===== src/rtl/attention_int_sched.sv =====
// attention_int_sched
//   Row-serial scheduler for the MX-INT attention datapath. One matmul engine is
//   time-shared between the Q*K^T pass and the softmax*V pass. The external
//   softmax/requant unit runs between the two passes, one Q row at a time:
//   QK issue/wait -> scale write -> softmax issue/wait -> SMV issue/wait -> row write.
//
//   Optional feature macro: ATTN_SCHED_PERF_EN (adds o_cycles / o_stall_cycles).
//
// Ports
//   i_clk, i_rst_n          clock, asynchronous active-low reset
//   i_start, i_abort        run start pulse (IDLE only), run cancel
//   o_busy                  run in progress (any state but IDLE)
//   o_done, o_aborted       one-cycle completion / cancellation pulses
//   o_eng_start             engine launch pulse
//   o_eng_op, o_eng_row     engine operand mux (0 = Q*K^T, 1 = softmax*V) and Q row
//   i_eng_done              engine result-valid pulse
//   o_scale_shift           constant $clog2(d_kq)/2
//   o_scale_we              write scaled QK row into softmax input buffer
//   o_sm_start, i_sm_done   softmax launch / completion
//   o_row_we                result row write enable for R[o_eng_row]
//   o_cycles                (perf) busy cycles, saturating
//   o_stall_cycles          (perf) cycles spent in the three WAIT states, saturating
module attention_int_sched #(
    parameter int unsigned S_q         = 4,
    parameter int unsigned d_kq        = 8,
    parameter int unsigned scale_width = 8,
    localparam int unsigned ROW_W      = (S_q > 1) ? $clog2(S_q) : 1
) (
    input  logic                   i_clk,
    input  logic                   i_rst_n,
    input  logic                   i_start,
    input  logic                   i_abort,
    output logic                   o_busy,
    output logic                   o_done,
    output logic                   o_aborted,
    output logic                   o_eng_start,
    output logic                   o_eng_op,
    output logic [ROW_W-1:0]       o_eng_row,
    input  logic                   i_eng_done,
    output logic [scale_width-1:0] o_scale_shift,
    output logic                   o_scale_we,
    output logic                   o_sm_start,
    input  logic                   i_sm_done,
`ifdef ATTN_SCHED_PERF_EN
    output logic [31:0]            o_cycles,
    output logic [31:0]            o_stall_cycles,
`endif
    output logic                   o_row_we
);

    localparam int unsigned      ScaleShift = $clog2(d_kq) / 2;
    localparam logic [ROW_W-1:0] LastRow    = ROW_W'(S_q - 1);

    typedef enum logic [3:0] {
        StIdle, StQkIssue, StQkWait, StScale, StSmIssue,
        StSmWait, StSmvIssue, StSmvWait, StDone
    } state_e;

    state_e           r_state, w_state_next;
    logic [ROW_W-1:0] r_row, w_row_next;
    logic             r_eng_op, w_eng_op_next;
    logic             r_aborted;
    logic             w_run_abort;
    logic             w_eng_start, w_scale_we, w_sm_start, w_row_we, w_done;

    // Abort only applies to an active run; in IDLE a concurrent start wins.
    assign w_run_abort = i_abort && (r_state != StIdle);

    always_comb begin
        w_state_next  = r_state;
        w_row_next    = r_row;
        w_eng_op_next = r_eng_op;
        w_eng_start   = 1'b0;
        w_scale_we    = 1'b0;
        w_sm_start    = 1'b0;
        w_row_we      = 1'b0;
        w_done        = 1'b0;
        case (r_state)
            StIdle: begin
                if (i_start) begin
                    w_state_next  = StQkIssue;
                    w_row_next    = '0;
                    w_eng_op_next = 1'b0;
                end
            end
            StQkIssue: begin
                w_eng_start  = 1'b1;
                w_state_next = StQkWait;
            end
            StQkWait: begin
                if (i_eng_done) w_state_next = StScale;
            end
            StScale: begin
                w_scale_we   = 1'b1;
                w_state_next = StSmIssue;
            end
            StSmIssue: begin
                w_sm_start   = 1'b1;
                w_state_next = StSmWait;
            end
            StSmWait: begin
                if (i_sm_done) begin
                    w_state_next  = StSmvIssue;
                    w_eng_op_next = 1'b1;
                end
            end
            StSmvIssue: begin
                w_eng_start  = 1'b1;
                w_state_next = StSmvWait;
            end
            StSmvWait: begin
                if (i_eng_done) begin
                    w_row_we = 1'b1;
                    if (r_row == LastRow) begin
                        w_state_next = StDone;
                    end else begin
                        w_row_next    = r_row + ROW_W'(1);
                        w_eng_op_next = 1'b0;
                        w_state_next  = StQkIssue;
                    end
                end
            end
            StDone: begin
                w_done       = 1'b1;
                w_state_next = StIdle;
            end
            default: w_state_next = StIdle;
        endcase
        // Abort overrides everything, including a done arriving in the same cycle.
        if (w_run_abort) begin
            w_state_next  = StIdle;
            w_row_next    = r_row;
            w_eng_op_next = r_eng_op;
            w_eng_start   = 1'b0;
            w_scale_we    = 1'b0;
            w_sm_start    = 1'b0;
            w_row_we      = 1'b0;
            w_done        = 1'b0;
        end
    end

    always_ff @(posedge i_clk or negedge i_rst_n) begin
        if (!i_rst_n) begin
            r_state   <= StIdle;
            r_row     <= '0;
            r_eng_op  <= 1'b0;
            r_aborted <= 1'b0;
        end else begin
            r_state   <= w_state_next;
            r_row     <= w_row_next;
            r_eng_op  <= w_eng_op_next;
            r_aborted <= w_run_abort;
        end
    end

    assign o_busy        = (r_state != StIdle);
    assign o_done        = w_done;
    assign o_aborted     = r_aborted;
    assign o_eng_start   = w_eng_start;
    assign o_eng_op      = r_eng_op;
    assign o_eng_row     = r_row;
    assign o_scale_shift = scale_width'(ScaleShift);
    assign o_scale_we    = w_scale_we;
    assign o_sm_start    = w_sm_start;
    assign o_row_we      = w_row_we;

`ifdef ATTN_SCHED_PERF_EN
    logic [31:0] r_cycles, r_stall_cycles;
    logic        w_in_wait;

    assign w_in_wait = (r_state inside {StQkWait, StSmWait, StSmvWait});

    // Both counters clear on start acceptance and hold while idle.
    always_ff @(posedge i_clk or negedge i_rst_n) begin
        if (!i_rst_n) begin
            r_cycles       <= '0;
            r_stall_cycles <= '0;
        end else if (r_state == StIdle) begin
            if (i_start) begin
                r_cycles       <= '0;
                r_stall_cycles <= '0;
            end
        end else begin
            if (r_cycles != '1) r_cycles <= r_cycles + 32'd1;
            if (w_in_wait && (r_stall_cycles != '1)) r_stall_cycles <= r_stall_cycles + 32'd1;
        end
    end

    assign o_cycles       = r_cycles;
    assign o_stall_cycles = r_stall_cycles;
`endif

endmodule


===== config.mk =====
export PLATFORM = sky130hd
export DESIGN_NAME = attention_int_sched
export DESIGN_NICKNAME = d
export VERILOG_FILES = /design/src/rtl/attention_int_sched.sv
export SDC_FILE = /design/constraint.sdc
export NUM_CORES = 1
export LEC_CHECK = 0
export CELL_PAD_IN_SITES_DETAIL_PLACEMENT = 2
export CELL_PAD_IN_SITES_GLOBAL_PLACEMENT = 2
export CORE_ASPECT_RATIO = 1.4
export CORE_MARGIN = 4
export CORE_UTILIZATION = 25
export DETAILED_ROUTE_END_ITERATION = 8
export PLACE_DENSITY_LB_ADDON = 0.1
export SLEW_MARGIN = 30
export SYNTH_ARGS = -nofsm -noshare
export SYNTH_HDL_FRONTEND = slang
export SYNTH_SLANG_ARGS = --single-unit

===== constraint.sdc =====
create_clock -name i_clk -period 3.3 [get_ports i_clk]
set_input_delay 0.66 -clock i_clk [delete_from_list [all_inputs] [get_ports i_clk]]
set_output_delay 0.66 -clock i_clk [all_outputs]
set_load 0.05 [all_outputs]

==> run_results.csv <==
group,metric,value,unit
route,routed_wl,1689,um
place,portBuffers,15,
critical_path,worstPathMaxFanout,6,
synthesis,synth.distinct_cells,36,
route,vias,547,
cells_and_area,layout_common_cells,"clkdlybuf4s50_1 (11), conb_1 (8), dfrtp_1 (8)",
die,dieArea,0.003332,mm^2
clocking,cts.sinks,8,
cells_and_area,syn_to_final_growth,32.52,%
power_and_ir_drop,p_leak,0.0003544,uW
synthesis,postSynthAreaPerCell,8.794,um^2
route,first_iter_violations,6,
timing,maxSlewHeadroom,66.79,%
clocking,clock_latency,0.25,ns
timing,clock_skew,0.004807,ns
die,core_area,0.002365,mm^2
clocking,cts-root-buf,"clkbuf_4",
timing,drv_slew,0,
timing,worst_slew_pin_slew,0.4966,ns
critical_path,critPathArrivalTime,2.17,ns
clocking,postCtsResizedCells,0,
cells_and_area,drive_gt1_share,16.87,%
place,dp.cells,103,
global_routing,globalRouteTotalUtil,11.51,%
die,ios,24,
clocking,htree_levels,1,
synthesis,ys_ff_latch,8,
clocking,tritoncts.num_buffers,3,
clocking,ctsHoldBuffers,0,
timing,max_freq,353.1,MHz
run_status,outcome,"complete, no violations",
clocking,cts_setup_buffers,0,
global_routing,grt_start_max_net_pins,19,
cells_and_area,final_cells,106,
route,drc,0,
synthesis,yosys_warnings,0,
cells_and_area,layout_commonest_cell,"clkdlybuf4s50_1",
timing,final.period_utilization,85.81,%
global_routing,grt_overflow,0,
critical_path,crit_type,"in2out",
critical_path,crit_path_end_kind,"output port",
synthesis,synth_ff_type,"dfrtp_1",
route,dr.pass1.iters,4,
place,gp_congestion,0.6805,
place,hpwlAfterDp,1266,um
die,die_h,66.72,um
global_routing,antenna_found_initial,0,
critical_path,required,2.64,ns
route,via_per_inst,5.160,
route,drt.antenna.violating_nets,0,
synthesis,syn-instance-count,70,
timing,timing.final.ws_setup,0.4683,ns
critical_path,start_kind,"input pin",
timing,min_period,2.832,ns
power_and_ir_drop,p_total,539.7,uW
job,cap_violations,0,
clocking,tritoncts,"built",
clocking,clk_pin_slew_worst_paths,0.06,ns
global_routing,grt_pass1_vias,603,
clocking,cts_max_path_buffers,2,
power_and_ir_drop,power.density,661.6,mW/mm^2
min_path,hp-class,"reg2reg",
timing,rsz0062_at_grt,"false",
timing,hold_viol_final,0,
synthesis,syn-cell-area,615.6,um^2
synthesis,synth-seq-area-share,32.52,%
synthesis,async_flop_share,100.0,%
place,pre_cts_ws,0.4623,ns
die,core.rowCount,21,
route,wire_per_inst,15.93,um
power_and_ir_drop,ir_drop,0.2035,mV
die,start_util,26.03,%
global_routing,grt_pass1_wl,2877,um
die,die-width,49.94,um
timing,tns,0,ns
cells_and_area,n_antenna_cell,0,
cells_and_area,nNetsFinal,92,
timing,setup_violations,0,
synthesis,synth-edff-count,0,
[sequential cells by signal, summed over array words and instances, names as in the netlist]
register   flops
o_aborted      1
r_state        4
o_eng_row      2
o_eng_op       1
[synth_stat cells, types with 2 or more instances]
library cell  number  area, um^2
a21oi_1            3       15.01
o21ai_0            2       10.01
nor2_1             2       7.510
buf_4              8       60.06
nand2_1            2       7.510
nor4b_1            2       17.52
dfrtp_1            8       200.2
conb_1             2       7.510
nand3_1            2       10.01
nand2b_1           2       12.51
a311oi_1           2       17.52
and3_1             2       12.51
nor3_1             5       25.02
inv_1              3       11.26
clkbuf_1           3       11.26
buf_2              2       10.01
[routing by layer]
layer  track usage [%]  part of all wire (%)
met3             2.013                   3.2
met1             12.81                    43
met4             7.266                  0.89
met5                 0                     0
met2             20.03                    53
[kinds of logic (layout without fill, tap and decap cells)]
logic type               count (synthesis)  in the layout  share of synthesized area, %
multiplexers                             1              1                         2.438
adder cells (fa/ha/maj)                  1              1                         2.032
AO/OA/AOI/OAI                           13             13                         15.45
XOR/XNOR                                 1              1                         1.423
other                                    2              8                         1.220
AND/OR/NAND/NOR                         27             27                         28.05
flip-flops                               8              8                         32.52
buffers and inverters                   17             24                         16.87
[path summary, 6_finish.rpt]
| kind | start | end | slack (ns) | cells after the start |
|---|---|---|---|---|
| worst max-delay path | i_abort | o_done | 0.47 | 3 |
| worst min-delay path | o_eng_op | o_eng_op | 0.49 | 1 |
| worst max register to register | r_state[1] | o_eng_row[0] | 1.38 | 4 |
| worst min register to register | o_eng_op | o_eng_op | 0.49 | 1 |
| max in group asynchronous | i_rst_n | o_eng_row[0] | 2.34 | 1 |
| min in group asynchronous | i_rst_n | o_eng_op | 0.69 | 1 |
[through the flow]
step                utilization, %  hold slack [ns]  area, um^2
finish                       34.50           0.4898       815.8
CTS                          34.50           0.4972       815.8
detailed placement           33.55           0.4849       793.3
global route                 34.50           0.5291       815.8
global placement             33.55           0.4780       793.3
floorplan                        -           0.3644       644.4
[where the power goes]
part           total, uW  internal, uW  switching [uW]
Sequential           125           116            8.45
Clock               74.9          41.6            33.3
Combinational        340           124             216
[final cells by class]
cell class              count  area [um^2]
fillers                   273         1549
clock buffers               3        22.52
flip-flops and latches      8        200.2
multi-input cells          51        340.3
repair buffers             18        212.7
inverters                   3        11.26
well taps                  23        28.78
[critical path: stages]
cell	delay, ns
clkdlybuf4s50_1	0.48
and3b_1	0.24
clkdlybuf4s50_1	0.80
Note: power is estimated with default switching activity, not from simulation.
